[src/rtl/wb_ppfifo_to_mem_pkg.sv]
// Shared definitions for the ping-pong-FIFO to memory DMA writer.
package wb_ppfifo_to_mem_pkg;

  typedef enum logic [2:0] {
    IDLE     = 3'd0,
    ACTIVATE = 3'd1,
    READ     = 3'd2,
    WB_WRITE = 3'd3,
    WB_ACK   = 3'd4,
    WAIT_BUF = 3'd5
  } state_t;

  localparam int unsigned DBG_STATE_LSB  = 0;
  localparam int unsigned DBG_ACTIVE_BIT = 3;
  localparam int unsigned DBG_ACT_BIT    = 4;

  localparam logic [31:0] DEF_MEM_0_BASE = 32'h0000_0000;
  localparam logic [31:0] DEF_MEM_1_BASE = 32'h0010_0000;

endpackage

[src/rtl/wb_ppfifo_to_mem_if.sv]
// Wishbone master bus plus ping-pong FIFO read port.
interface wb_ppfifo_to_mem_if;
  logic        o_mem_we;
  logic        o_mem_stb;
  logic        o_mem_cyc;
  logic [3:0]  o_mem_sel;
  logic [31:0] o_mem_adr;
  logic [31:0] o_mem_dat;
  logic [31:0] i_mem_dat;
  logic        i_mem_ack;
  logic        i_mem_int;

  logic        i_ppfifo_rdy;
  logic        o_ppfifo_act;
  logic [23:0] i_ppfifo_size;
  logic        o_ppfifo_stb;
  logic [31:0] i_ppfifo_data;

  modport master (
    output o_mem_we, o_mem_stb, o_mem_cyc, o_mem_sel, o_mem_adr, o_mem_dat,
    input  i_mem_dat, i_mem_ack, i_mem_int,
    input  i_ppfifo_rdy, i_ppfifo_size, i_ppfifo_data,
    output o_ppfifo_act, o_ppfifo_stb
  );

  modport slave (
    input  o_mem_we, o_mem_stb, o_mem_cyc, o_mem_sel, o_mem_adr, o_mem_dat,
    output i_mem_dat, i_mem_ack, i_mem_int,
    output i_ppfifo_rdy, i_ppfifo_size, i_ppfifo_data,
    input  o_ppfifo_act, o_ppfifo_stb
  );
endinterface

[src/rtl/wb_ppfifo_to_mem_buffer_ctrl.sv]
// Per-buffer arm / fill-count / finished register set.
module wb_ppfifo_to_mem_buffer_ctrl (
  input  logic        clk,
  input  logic        rst,
  input  logic        ready,
  input  logic [31:0] size,
  input  logic        inc,
  input  logic        finish,
  output logic        armed,
  output logic [31:0] count,
  output logic        finished
);

  // Arming takes priority over a same-cycle word or finish; a zero size never arms.
  always_ff @(posedge clk) begin
    if (rst) begin
      armed    <= 1'b0;
      count    <= '0;
      finished <= 1'b0;
    end else if (ready && (size != '0)) begin
      armed    <= 1'b1;
      count    <= '0;
      finished <= 1'b0;
    end else begin
      if (inc)
        count <= count + 32'd1;
      if (finish) begin
        finished <= 1'b1;
        armed    <= 1'b0;
      end
    end
  end

endmodule

[src/rtl/wb_ppfifo_to_mem.sv]
// Wishbone DMA writer draining a ping-pong FIFO into two host-armed buffers.
module wb_ppfifo_to_mem
  import wb_ppfifo_to_mem_pkg::*;
#(
  parameter logic [31:0] DEFAULT_MEM_0_BASE = DEF_MEM_0_BASE,
  parameter logic [31:0] DEFAULT_MEM_1_BASE = DEF_MEM_1_BASE
) (
  input  logic        clk,
  input  logic        rst,
  output logic [31:0] debug,
  input  logic        i_enable,
  input  logic        i_flush,
  input  logic [31:0] i_memory_0_base,
  input  logic [31:0] i_memory_0_size,
  input  logic        i_memory_0_ready,
  output logic [31:0] o_memory_0_count,
  output logic        o_memory_0_finished,
  output logic        o_memory_0_empty,
  input  logic [31:0] i_memory_1_base,
  input  logic [31:0] i_memory_1_size,
  input  logic        i_memory_1_ready,
  output logic [31:0] o_memory_1_count,
  output logic        o_memory_1_finished,
  output logic        o_memory_1_empty,
  output logic [31:0] o_default_mem_0_base,
  output logic [31:0] o_default_mem_1_base,
  output logic        o_write_finished,
  wb_ppfifo_to_mem_if.master bus
);

  state_t      state, state_next;
  logic        active;
  logic        flush_pend;
  logic [23:0] block_size;
  logic [23:0] word_cnt;
  logic [31:0] data_q;

  logic        claim, release_blk, fetch, issue, acked, do_flush, switch_buf;
  logic        armed0, armed1;
  logic        act_armed, oth_armed, full, flush_eff, finish_act;
  logic [31:0] act_count, act_size, act_base;

  logic unused_ok;
  assign unused_ok = &{1'b0, bus.i_mem_dat, bus.i_mem_int};

  assign o_default_mem_0_base = DEFAULT_MEM_0_BASE;
  assign o_default_mem_1_base = DEFAULT_MEM_1_BASE;
  assign o_memory_0_empty     = !armed0;
  assign o_memory_1_empty     = !armed1;

  assign act_armed  = active ? armed1 : armed0;
  assign oth_armed  = active ? armed0 : armed1;
  assign act_count  = active ? o_memory_1_count : o_memory_0_count;
  assign act_size   = active ? i_memory_1_size  : i_memory_0_size;
  assign act_base   = active ? i_memory_1_base  : i_memory_0_base;
  assign full       = (act_count + 32'd1) == act_size;
  assign flush_eff  = do_flush && act_armed && (act_count != '0);
  assign finish_act = (acked && full) || flush_eff;

  wb_ppfifo_to_mem_buffer_ctrl u_buf0 (
    .clk      (clk),
    .rst      (rst),
    .ready    (i_memory_0_ready),
    .size     (i_memory_0_size),
    .inc      (acked && !active),
    .finish   (finish_act && !active),
    .armed    (armed0),
    .count    (o_memory_0_count),
    .finished (o_memory_0_finished)
  );

  wb_ppfifo_to_mem_buffer_ctrl u_buf1 (
    .clk      (clk),
    .rst      (rst),
    .ready    (i_memory_1_ready),
    .size     (i_memory_1_size),
    .inc      (acked && active),
    .finish   (finish_act && active),
    .armed    (armed1),
    .count    (o_memory_1_count),
    .finished (o_memory_1_finished)
  );

  // Debug word: state, active buffer, FIFO claim.
  always_comb begin
    debug = '0;
    debug[DBG_STATE_LSB +: 3] = state;
    debug[DBG_ACTIVE_BIT]     = active;
    debug[DBG_ACT_BIT]        = bus.o_ppfifo_act;
  end

  // State register.
  always_ff @(posedge clk) begin
    if (rst) state <= IDLE;
    else     state <= state_next;
  end

  // Next state and one-cycle control enables; a pending flush owns the whole
  // cycle so the buffer toggle never races the armed check in the same cycle.
  always_comb begin
    state_next  = state;
    claim       = 1'b0;
    release_blk = 1'b0;
    fetch       = 1'b0;
    issue       = 1'b0;
    acked       = 1'b0;
    do_flush    = 1'b0;
    switch_buf  = 1'b0;
    case (state)
      IDLE: begin
        if (flush_pend)
          do_flush = 1'b1;
        else if (i_enable && bus.i_ppfifo_rdy && !bus.o_ppfifo_act) begin
          claim      = 1'b1;
          state_next = ACTIVATE;
        end
      end
      ACTIVATE, READ: begin
        if (flush_pend)
          do_flush = 1'b1;
        else if ((word_cnt == block_size) || !i_enable) begin
          release_blk = 1'b1;
          state_next  = IDLE;
        end else if (!act_armed)
          state_next = WAIT_BUF;
        else begin
          fetch      = 1'b1;
          state_next = WB_WRITE;
        end
      end
      WB_WRITE: begin
        issue      = 1'b1;
        state_next = WB_ACK;
      end
      WB_ACK: begin
        if (bus.i_mem_ack) begin
          acked      = 1'b1;
          state_next = READ;
        end
      end
      WAIT_BUF: begin
        if (flush_pend)
          do_flush = 1'b1;
        else if (act_armed)
          state_next = READ;
        else if (oth_armed) begin
          switch_buf = 1'b1;
          state_next = READ;
        end
      end
      default: state_next = IDLE;
    endcase
  end

  // Datapath and registered bus/FIFO outputs.
  always_ff @(posedge clk) begin
    if (rst) begin
      active           <= 1'b0;
      flush_pend       <= 1'b0;
      block_size       <= '0;
      word_cnt         <= '0;
      data_q           <= '0;
      o_write_finished <= 1'b0;
      bus.o_ppfifo_act <= 1'b0;
      bus.o_ppfifo_stb <= 1'b0;
      bus.o_mem_cyc    <= 1'b0;
      bus.o_mem_stb    <= 1'b0;
      bus.o_mem_we     <= 1'b0;
      bus.o_mem_sel    <= '0;
      bus.o_mem_adr    <= '0;
      bus.o_mem_dat    <= '0;
    end else begin
      flush_pend       <= i_flush || (flush_pend && !do_flush);
      o_write_finished <= finish_act;
      bus.o_ppfifo_stb <= fetch;
      if (claim) begin
        bus.o_ppfifo_act <= 1'b1;
        block_size       <= bus.i_ppfifo_size;
        word_cnt         <= '0;
      end
      if (release_blk)
        bus.o_ppfifo_act <= 1'b0;
      if (fetch)
        data_q <= bus.i_ppfifo_data;
      if (issue) begin
        bus.o_mem_cyc <= 1'b1;
        bus.o_mem_stb <= 1'b1;
        bus.o_mem_we  <= 1'b1;
        bus.o_mem_sel <= 4'hF;
        bus.o_mem_adr <= act_base + act_count;
        bus.o_mem_dat <= data_q;
      end
      if (acked) begin
        bus.o_mem_cyc <= 1'b0;
        bus.o_mem_stb <= 1'b0;
        bus.o_mem_we  <= 1'b0;
        bus.o_mem_sel <= '0;
        word_cnt      <= word_cnt + 24'd1;
      end
      if (finish_act || switch_buf)
        active <= !active;
    end
  end

endmodule

[src/flat_wrapper.sv]
// flat-port wrapper written by rule: the top's interface ports become plain ports
module wb_ppfifo_to_mem_flat import wb_ppfifo_to_mem_pkg::*;
#(
  parameter logic [31:0] DEFAULT_MEM_0_BASE = DEF_MEM_0_BASE,
  parameter logic [31:0] DEFAULT_MEM_1_BASE = DEF_MEM_1_BASE
)
  (clk, rst, debug, i_enable, i_flush, i_memory_0_base, i_memory_0_size, i_memory_0_ready, o_memory_0_count, o_memory_0_finished, o_memory_0_empty, i_memory_1_base, i_memory_1_size, i_memory_1_ready, o_memory_1_count, o_memory_1_finished, o_memory_1_empty, o_default_mem_0_base, o_default_mem_1_base, o_write_finished, bus_o_mem_we, bus_o_mem_stb, bus_o_mem_cyc, bus_o_mem_sel, bus_o_mem_adr, bus_o_mem_dat, bus_i_mem_dat, bus_i_mem_ack, bus_i_mem_int, bus_i_ppfifo_rdy, bus_i_ppfifo_size, bus_i_ppfifo_data, bus_o_ppfifo_act, bus_o_ppfifo_stb);
  wb_ppfifo_to_mem_if bus_i ();
  input  logic clk;
  input  logic rst;
  output logic [31:0] debug;
  input  logic i_enable;
  input  logic i_flush;
  input  logic [31:0] i_memory_0_base;
  input  logic [31:0] i_memory_0_size;
  input  logic i_memory_0_ready;
  output logic [31:0] o_memory_0_count;
  output logic o_memory_0_finished;
  output logic o_memory_0_empty;
  input  logic [31:0] i_memory_1_base;
  input  logic [31:0] i_memory_1_size;
  input  logic i_memory_1_ready;
  output logic [31:0] o_memory_1_count;
  output logic o_memory_1_finished;
  output logic o_memory_1_empty;
  output logic [31:0] o_default_mem_0_base;
  output logic [31:0] o_default_mem_1_base;
  output logic o_write_finished;
  output wire logic [$bits(bus_i.o_mem_we)-1:0] bus_o_mem_we;
  output wire logic [$bits(bus_i.o_mem_stb)-1:0] bus_o_mem_stb;
  output wire logic [$bits(bus_i.o_mem_cyc)-1:0] bus_o_mem_cyc;
  output wire logic [$bits(bus_i.o_mem_sel)-1:0] bus_o_mem_sel;
  output wire logic [$bits(bus_i.o_mem_adr)-1:0] bus_o_mem_adr;
  output wire logic [$bits(bus_i.o_mem_dat)-1:0] bus_o_mem_dat;
  input wire logic [$bits(bus_i.i_mem_dat)-1:0] bus_i_mem_dat;
  input wire logic [$bits(bus_i.i_mem_ack)-1:0] bus_i_mem_ack;
  input wire logic [$bits(bus_i.i_mem_int)-1:0] bus_i_mem_int;
  input wire logic [$bits(bus_i.i_ppfifo_rdy)-1:0] bus_i_ppfifo_rdy;
  input wire logic [$bits(bus_i.i_ppfifo_size)-1:0] bus_i_ppfifo_size;
  input wire logic [$bits(bus_i.i_ppfifo_data)-1:0] bus_i_ppfifo_data;
  output wire logic [$bits(bus_i.o_ppfifo_act)-1:0] bus_o_ppfifo_act;
  output wire logic [$bits(bus_i.o_ppfifo_stb)-1:0] bus_o_ppfifo_stb;
  assign bus_o_mem_we = bus_i.o_mem_we;
  assign bus_o_mem_stb = bus_i.o_mem_stb;
  assign bus_o_mem_cyc = bus_i.o_mem_cyc;
  assign bus_o_mem_sel = bus_i.o_mem_sel;
  assign bus_o_mem_adr = bus_i.o_mem_adr;
  assign bus_o_mem_dat = bus_i.o_mem_dat;
  assign bus_i.i_mem_dat = bus_i_mem_dat;
  assign bus_i.i_mem_ack = bus_i_mem_ack;
  assign bus_i.i_mem_int = bus_i_mem_int;
  assign bus_i.i_ppfifo_rdy = bus_i_ppfifo_rdy;
  assign bus_i.i_ppfifo_size = bus_i_ppfifo_size;
  assign bus_i.i_ppfifo_data = bus_i_ppfifo_data;
  assign bus_o_ppfifo_act = bus_i.o_ppfifo_act;
  assign bus_o_ppfifo_stb = bus_i.o_ppfifo_stb;
  wb_ppfifo_to_mem #(.DEFAULT_MEM_0_BASE(DEFAULT_MEM_0_BASE), .DEFAULT_MEM_1_BASE(DEFAULT_MEM_1_BASE)) u_core (.clk(clk), .rst(rst), .debug(debug), .i_enable(i_enable), .i_flush(i_flush), .i_memory_0_base(i_memory_0_base), .i_memory_0_size(i_memory_0_size), .i_memory_0_ready(i_memory_0_ready), .o_memory_0_count(o_memory_0_count), .o_memory_0_finished(o_memory_0_finished), .o_memory_0_empty(o_memory_0_empty), .i_memory_1_base(i_memory_1_base), .i_memory_1_size(i_memory_1_size), .i_memory_1_ready(i_memory_1_ready), .o_memory_1_count(o_memory_1_count), .o_memory_1_finished(o_memory_1_finished), .o_memory_1_empty(o_memory_1_empty), .o_default_mem_0_base(o_default_mem_0_base), .o_default_mem_1_base(o_default_mem_1_base), .o_write_finished(o_write_finished), .bus(bus_i));
endmodule
[config.mk]
export PLATFORM = sky130hd
export DESIGN_NAME = wb_ppfifo_to_mem_flat
export DESIGN_NICKNAME = d
export VERILOG_FILES = /design/src/rtl/wb_ppfifo_to_mem_pkg.sv /design/src/rtl/wb_ppfifo_to_mem_if.sv /design/src/rtl/wb_ppfifo_to_mem_buffer_ctrl.sv /design/src/rtl/wb_ppfifo_to_mem.sv /design/src/flat_wrapper.sv
export SDC_FILE = /design/constraint.sdc
export NUM_CORES = 1
export LEC_CHECK = 0
export BUFFER_PORTS_ARGS = -buffer_cell sky130_fd_sc_hd__buf_2
export CORE_ASPECT_RATIO = 0.75
export CORE_MARGIN = 2
export CORE_UTILIZATION = 48
export CTS_BUF_LIST = sky130_fd_sc_hd__clkbuf_4 sky130_fd_sc_hd__clkbuf_8
export DETAILED_ROUTE_END_ITERATION = 8
export GPL_TIMING_DRIVEN = 0
export PLACE_DENSITY = 0.83
export SYNTH_ARGS = -nofsm -noshare
export SYNTH_HDL_FRONTEND = slang
export SYNTH_SLANG_ARGS = --single-unit
export TNS_END_PERCENT = 100
[constraint.sdc]
create_clock -name clk -period 4.9 [get_ports clk]
set_input_delay 0.245 -clock clk [delete_from_list [all_inputs] [get_ports clk]]
set_output_delay 0.245 -clock clk [all_outputs]
set_load 0.03 [all_outputs]
# Yosys cells after proc, flatten, opt, wreduce, memory -nomap -nowiden
# Cells that the tools add are included.
[totals] in_bits=225 register_bits=222 word_cells=113
[classes] muxes=40 reduce_logical=36 n_addsub=5 n_eq_ne=13
[ops] op="adder 32 x 1 -> 32 bit (second input constant)" count=3
[ops] op="2-to-1 mux 32 bit" count=3
[ops] op="nonzero test 32 bit" count=3
[ops] op="2-to-1 mux 24 bit" count=2
[ops] op="adder 32 bit" count=1
[ops] op="equality test 32 bit" count=1
[ops] op="2-to-1 mux 3 bit" count=9
[ops] op="2-to-1 mux 1 bit" count=25
[ops] op="adder 24 x 1 -> 24 bit (second input constant)" count=1
[ops] op="equality test 24 bit" count=1
[ops] op="one-hot mux 3 bit (5 select lines)" count=1
[ops] op="logical AND 1 bit" count=12
[ops] op="OR reduction 2 bit" count=5
[ops] op="inequality test 2 bit (second input constant)" count=4
[ops] op="equality test 3 x 2 -> 1 bit (second input constant)" count=2
[ops] op="equality test 3 bit (second input constant)" count=2
[ops] op="logical NOT 1 bit" count=6
[ops] op="AND reduction 6 bit" count=1
[ops] op="nonzero test 2 bit" count=3
[ops] op="logical OR 1 bit" count=4
[ops] op="OR reduction 4 bit" count=1
[ops] op="equality test 3 x 1 -> 1 bit (second input constant)" count=1
[ops] op="logical NOT 3 bit" count=1
[ops] op="inequality test 3 x 1 -> 1 bit (second input constant)" count=1
[ops] op="inequality test 2 x 1 -> 1 bit (second input constant)" count=1

# Logic depth before layout (Yosys ltp)
# Gate-level depths: netlist of the first run.
[logic_depth] ltp_word=9 depth_mapped=20 mapped_depth_nobuf=14

# By module
# A second synthesis of the first run with hierarchy kept.
[hier_totals] cells_unflattened=1782 hier_area_um2=14555.2
[by_module_without_submodules] mod="wb_ppfifo_to_mem" n_inst=1 cells_per_inst=1401 area_each_um2=11233.3
[by_module_without_submodules] mod="wb_ppfifo_to_mem_buffer_ctrl at u_core.u_buf0" n_inst=1 cells_per_inst=196 area_each_um2=1731.7
[by_module_without_submodules] mod="wb_ppfifo_to_mem_buffer_ctrl at u_core.u_buf1" n_inst=1 cells_per_inst=185 area_each_um2=1590.3

# Worst setup path after synthesis of the first run
# OpenSTA, ideal clock, no wires.
[synth_path] kind="reg-to-reg" startpoint="register u_core.active" endpoint="register u_core.bus.o_mem_adr[27]" n_path_buf=7 path_slack_ps=135 setup_ps=132 path_stages_with_launch=20 arrival_time_ps=4633 path_cell_list="dfxtp_1 buf_6 buf_6 buf_4 buf_4 clkbuf_1 clkbuf_1 buf_1 mux2i_1 inv_1 ha_1 a21oi_1 nand4b_1 a2111oi_2 o31ai_1 o41ai_2 a21oi_1 a211oi_1 or3_1 a31oi_1"
[synth_via] elab_chain_cells=2 word_cells_on_any_way=3
[synth_rtl] element="start, declared" line_no="wb_ppfifo_to_mem.sv:32" rtl="logic active;"
[synth_rtl] element="start signal, assigned" line_no="wb_ppfifo_to_mem.sv:201" rtl="active <= !active;"
[synth_rtl] element="2-to-1 mux 32 bit, on equally long branches" line_no="wb_ppfifo_to_mem.sv:55, wb_ppfifo_to_mem.sv:53"
[synth_rtl] element="adder 32 bit *" line_no="wb_ppfifo_to_mem.sv:190" rtl="bus.o_mem_adr <= act_base + act_count;"
[synth_rtl] element="end signal, assigned" line_no="wb_ppfifo_to_mem.sv:190"
[synth_rtl] element="end, declared" line_no="wb_ppfifo_to_mem_if.sv:20" rtl="output o_mem_we, o_mem_stb, o_mem_cyc, o_mem_sel, o_mem_adr, o_mem_dat,"
# Mark *: on every way between the ends. The rest lies on a longest branch, timed or not.
# A chain may end at the register's enable or synchronous reset.

# Final worst setup path of the first run
[layout_path] startpoint="register u_core.active" endpoint="register u_core.bus.o_mem_adr[31]"
# The elaborated chain is that of the path after synthesis.

==> impl_metrics.tcl, run 1 <==
set metrics [dict create \
    avgRoutedWirePerCell_um 19.26 \
    grt_max_degree 20 \
    syn2layout_area_growth_pct 29.15 \
    syn_area_per_cell_um2 7.945 \
    grt_pass1_vias 14260 \
    num_io_pins 463 \
    synth_top_family_by_area "simple AND/OR/NAND/NOR gates" \
    fin_crit_ns 4.677 \
    drtIter0Drc 1334 \
    timing.rr.end "u_core.bus.o_mem_adr[31]" \
    holdWs_ns 0.1022 \
    ys_ff_latch 221 \
    start_util_pct 48.73 \
    synth-xor-area-share_pct 9.871 \
    drc 0 \
    ys_types 81 \
    postSynth.asyncResetShare_pct 0 \
    die-area_um2 30900 \
    power.total_mw 4.286 \
    path_class "register to register" \
    timing_hold_violations_final 0 \
    slew_viol_final 0 \
    fillers 2626 \
    ys.flop_type "dfxtp_1" \
    setup_violations 0 \
    multi_input_area_um2 8828 \
    final_area_um2 18290 \
    end_kind "register" \
    clock_skew_ns 0.02503 \
    syn-cell-area_um2 14160 \
    grt_usage_pct 32.54 \
    dpl_cell_area_um2 16680 \
    max_cap_violations 0 \
    clockBufferDepth 3 \
    dp_hpwl_um 40750 \
    viasPerCell 5.447 \
    worstReg2RegStart "u_core.active" \
    startpoint_type "register" \
    drive_above_1_share_pct 26.78 \
    final_util_pct 62.94 \
    clk_latency_ns 0.58 \
    antenna_found_initial 0 \
    register_area_um2 4428 \
    power.leakage_nw 8.444 \
    worstMarginPinSlew_ns 1.355 \
    yosysWarnings 0 \
    endpoint "u_core.bus.o_mem_adr[31]" \
    r2r_setup_slack_ns 0.22 \
    htree_levels 2 \
    outcome "finished, final reports clean" \
    drt_wl_total_um 52650 \
    fp.dieH_um 152.7 \
    fp-row-count 54 \
    globalRouteOverflowTotal 0 \
    synthMuxAreaShare_pct 9.261 \
    critical_path_arrival_ns 5.09 \
    coreArea_um2 29050 \
    vdd_drop_max_mv 0.2129 \
    powerDensity_nw_per_um2 234.4 \
    cts_tree "done" \
    synth_cells 1782 \
    synth_edf_count 0 \
    critPathRequiredTime_ns 5.31 \
    die_x_um 202.3 \
    via_count 14890 \
    yosysSeqAreaShare_pct 31.25 \
    numCtsBuffers 39 \
    grt_pass1_wl_um 78800 \
    rsz0062_at_grt "false" \
    drt.antenna.violating_nets 0 \
    rr_worst_depth 19 \
    worstHoldPathType "primary input to register" \
    max_freq_mhz 213.8 \
    worstSetupStartpoint "u_core.active" \
    fin_crit_sh_pct 95.46 \
    dr.pass1.iters 8 \
    synth-simple-area-share_pct 23.15 \
    slew_headroom_pct 8.855 \
    final_nets 2574 \
    synth_fa_ha_area_share_pct 3.323 \
    cts_root_buffer "clkbuf_8" \
    place.gp.congestion 0.9650 \
    critPathMaxFanout 28 \
    io_buffers 337 \
    cts_sinks 221 \
    synth-compound-area-share_pct 13.56 \
    clk_pin_slew_ns 0.07 \
]
[per-stage QoR]
step	setup slack (ns)	setup TNS, ns	instances
after floorplan	0.1351	0	1871
after CTS	0.002720	0	2733
after global routing	0.007276	0	2733
after global placement	-2.108	-36.84	2600
after detailed placement	-2.182	-39.32	2601
final	0.2225	0	2734
[cells by family after synthesis]
logic type,Yosys count
and+or+nand+nor,683
AOI/OAI and AO/OA,317
buffers and inverters,239
DFF,221
xor gates and xnor gates,158
muxes,125
adders and majority gates,37
other,2
[worst min-delay path by stage]
stage | start | endpoint | slack, ns | cells after the start
floorplan | i_flush | u_core.flush_pend | 0.36 | 2
CTS | i_memory_0_ready | u_core.u_buf0.armed | 0.08 | 3
global route | i_memory_0_ready | u_core.u_buf0.armed | 0.10 | 3
global placement | u_core.u_buf1.finished | u_core.u_buf1.finished | 0.43 | 2
detailed placement | u_core.u_buf1.finished | u_core.u_buf1.finished | 0.44 | 2
finish | i_memory_0_ready | u_core.u_buf0.armed | 0.10 | 3
[layer usage]
layer  vias up  GRT usage [%]  share of wire [%]
li1       7083              -                  -
met1      6978          44.07                 43
met2       723          50.07                 44
met3       108          8.576                9.9
met4         0          11.23                3.1
met5         -              0                  0
[power by group]
group	internal (mW)	switching [mW]
Sequential	1.82	0.0135
Combinational	0.234	0.345
Clock	1.05	0.827
Total	3.10	1.19
[final cells by class]
cell class                      instances  area share [%]
Clock inverter                         11          0.4926
Tap cell                              392           2.682
Inverter                               38          0.7800
Sequential cell                       221           24.21
Timing Repair Buffer                  403           12.71
Buffer                                198           6.658
Clock buffer                           59           4.167
Multi-Input combinational cell       1411           48.28
Antenna cell                            1         0.01368
[cells in the mapped netlist (all sizes together) (9+ instances only)]
cell type / n / area [um^2]
nor2: 159 / 596.8
mux2: 48 / 540.5
a21oi: 158 / 790.8
dfxtp: 221 / 4424
nor3: 21 / 105.1
o21ai: 53 / 265.3
nand3: 65 / 330.3
inv: 38 / 142.6
mux2i: 77 / 770.7
buf: 132 / 945.9
or3: 19 / 118.9
nand2: 244 / 915.9
a31oi: 9 / 56.30
xnor2: 66 / 578.1
a21o: 17 / 127.6
nor4: 31 / 200.2
ha: 36 / 450.4
and3: 29 / 181.4
xor2: 91 / 797.0
a211oi: 11 / 82.58
o21a: 9 / 67.56
nand4: 40 / 256.5
nand3b: 15 / 112.6
clkbuf: 69 / 260.2
[cell usage in the layout, fill, tap and decap left out, types with 48 or more instances in the layout]
cell / n
nor2_1: 159
xnor2_1: 66
dlygate4sd3_1: 57
clkbuf_1: 66
xor2_1: 91
a21oi_1: 157
o21ai_0: 53
buf_2: 357
buf_4: 114
conb_1: 91
nand2_1: 244
nand3_1: 64
mux2_2: 48
clkbuf_8: 51
dfxtp_1: 220
mux2i_1: 75
[repair_timing]
item,in CTS,in global routing
buffers inserted,7,1
setup endpoints to repair,35,15
gates cloned,0,0
gates resized for setup,21,14
endpoints found under the hold margin,57,0
hold buffers,57,0
pin swaps,3,2
[critical path, cell delays in order (launching register included)]
cell       delay [ns]
dfxtp_4          0.44
buf_6            0.19
buf_6            0.20
buf_12           0.23
buf_4            0.23
buf_6            0.25
mux2i_4          0.30
inv_1            0.11
ha_1             0.28
a21oi_1          0.08
nand4b_1         0.28
a2111oi_4        0.56
o31ai_4          0.16
o41ai_2          0.34
buf_4            0.18
buf_4            0.11
a211oi_1         0.06
a21oi_1          0.17
mux2i_1          0.21
a31oi_1          0.09
[state kept, by name (all words and copies together) (netlist names), 3 cells and up]
register	count
u_core.bus.o_mem_dat	32
u_core.data_q	32
u_core.state	3
u_core.u_buf0.count	32
u_core.u_buf1.count	32
u_core.bus.o_mem_adr	32
u_core.word_cnt	24
u_core.block_size	24
Power figures use the tool's default switching activity.
==> inputs of run 2 (changes only) <==
- CORE_UTILIZATION: 48 -> 45
- PLACE_DENSITY: 0.83 -> 0.79
==> run 2 against run 1 <==
Against the previous run: maximum frequency about the same; first-iteration DRC count shrank 4.4%; critical path type unchanged; highest routed layer unchanged; core utilization fell by 4.2 points; critical path depth shrank 4; routed wire length decreased by 1.4%; combinational power shrank 1%.
==> impl_metrics.tcl, run 2 (synthesis results as in run 1) <==
set metrics [dict create \
    cts_tree "done" \
    start_util_pct 45.51 \
    rr_worst_depth 15 \
    globalRouteOverflowTotal 0 \
    worstReg2RegStart "u_core.active" \
    cts_root_buffer "clkbuf_8" \
    crit_chain "buf_6 -> buf_6 -> buf_8 -> buf_2 -> mux2_2 -> ha_1 -> a21o_1 -> a211oi_1 -> nor2_1 -> o31ai_2 -> o41ai_2 -> a21oi_1 -> a211oi_2 -> or3_1 -> a31oi_1" \
    rsz0062_at_grt "false" \
    drc 0 \
    drtIter0Drc 1275 \
    via_count 14970 \
    timing_hold_violations_final 0 \
    critical_path_arrival_ns 5.15 \
    drt_wl_total_um 51930 \
    cts_sinks 221 \
    grt_pass1_vias 13950 \
    critPathMaxFanout 37 \
    worstMarginPinSlew_ns 1.018 \
    grt_pass1_wl_um 77630 \
    grt_usage_pct 30.24 \
    hold_depth 3 \
    end_kind "register" \
    tns_ns 0 \
    fin_crit_sh_pct 95.51 \
    crit_buf_inv 4 \
    dr.pass1.iters 6 \
    place.gp.congestion 0.9802 \
    clockBufferDepth 3 \
    powerDensity_nw_per_um2 238.5 \
    max_cap_violations 0 \
    setup_violations 0 \
    fp.dieH_um 157.6 \
    clock_skew_ns 0.02812 \
    grt_max_degree 29 \
    antenna_found_initial 0 \
    die_x_um 208.8 \
    viasPerCell 5.458 \
    clk_latency_ns 0.59 \
    num_io_pins 463 \
    slew_headroom_pct 31.51 \
    final_nets 2570 \
    io_buffers 337 \
    startpoint_type "register" \
    htree_levels 2 \
    clk_pin_slew_ns 0.06 \
    layout_common_cells "buf_2 (356), nand2_1 (244), dfxtp_1 (220)" \
    holdWs_ns 0.09496 \
    crit_slowest_cell "dfxtp_4" \
    cp_common_cell "buf_6" \
    slew_viol_final 0 \
    fin_ws_ns 0.2202 \
    coreArea_um2 31110 \
    max_freq_mhz 213.7 \
    place_inst 2615 \
    path_class "register to register" \
    power.leakage_nw 8.427 \
    numCtsBuffers 38 \
    hold_path_startpoint "i_memory_0_ready" \
    worstSetupStartpoint "u_core.active" \
    place_ws_ns -2.344 \
    syn2layout_area_growth_pct 29.04 \
    cpPeakStageDelay_ns 0.46 \
    critical_path_depth 15 \
    avgRoutedWirePerCell_um 18.94 \
    power.total_mw 4.357 \
    drive_above_1_share_pct 26.58 \
    cp_top_family "compound AO/OA/AOI/OAI gates" \
    diodes 0 \
    vdd_drop_max_mv 0.1763 \
    critPathRequiredTime_ns 5.37 \
    worstHoldPathType "primary input to register" \
    dp_hpwl_um 40630 \
    stdcell_count 2742 \
    fin_crit_ns 4.680 \
    outcome "finished, final reports clean" \
    final_common_cell "buf_2" \
    drt.antenna.violating_nets 0 \
    die-area_um2 32910 \
    fp-row-count 56 \
]
## run 2: changes by cell type in the layout (fill, tap and decap cells not counted), sizes merged
cell and change:
buf -5, diode -1, clkinvlp -1, clkdlybuf4s15 +1, bufinv +1, inv +1, clkbuf +4, clkinv -6
## run 2: through the flow
stage	area, um^2	utilization [%]
final	18270	58.73
after global routing	18270	58.73
after CTS	18240	58.61
after detailed placement	16700	53.68
after global placement	16690	53.64
after floorplan	14490	-
## run 2: path summary, 6_finish.rpt
| check | to | slack [ns] |
|---|---|---|
| worst max-delay path | u_core.bus.o_mem_adr[27] | 0.22 |
| worst min-delay path | u_core.u_buf0.armed | 0.09 |
| worst max register to register | u_core.bus.o_mem_adr[27] | 0.22 |
| worst min register to register | u_core.bus.o_mem_dat[19] | 0.45 |
## run 2: final cells by class
cell class,count,area (um^2)
Tap cell,406,508.0
Fill cell,2901,12840
Multi-Input combinational cell,1411,8780
Buffer,197,1211
Clock inverter,6,108.9
Sequential cell,221,4428
Timing Repair Buffer,401,2307
Inverter,38,142.6
Clock buffer,62,784.5
## run 2: worst register-to-register path: stages, from the launching register on
cell and delay (ns):
dfxtp_4 0.46, buf_6 0.20, buf_6 0.21, buf_8 0.32
buf_2 0.42, mux2_2 0.41, ha_1 0.37, a21o_1 0.18
a211oi_1 0.25, nor2_1 0.12, o31ai_2 0.44, o41ai_2 0.19
a21oi_1 0.32, a211oi_2 0.13, or3_1 0.38, a31oi_1 0.19
## run 2: repair_timing
action / in CTS / in global routing
setup buffers: 3 / 2
hold buffers: 57 / 0
hold endpoints to repair: 57 / 0
gates resized for setup: 20 / 4
endpoints found under the setup margin: 35 / 13
pin swaps: 2 / 3
## run 2: power by group
part / internal, mW / leakage, nW / switching [mW]
Clock: 1.13 / 0.470 / 0.825
Sequential: 1.82 / 1.78 / 0.0129
Combinational: 0.233 / 6.17 / 0.339
Total: 3.18 / 8.43 / 1.18
## run 2: layer usage
| metal | wire [um] | global-route usage [%] | vias to the layer above |
|---|---|---|---|
| li1 | - | - | 7086 |
| met1 | 22970 | 42.30 | 7006 |
| met2 | 22020 | 45.37 | 762 |
| met3 | 5310 | 7.161 | 111 |
| met4 | 1624 | 10.92 | 0 |
| met5 | 0 | 0 | - |
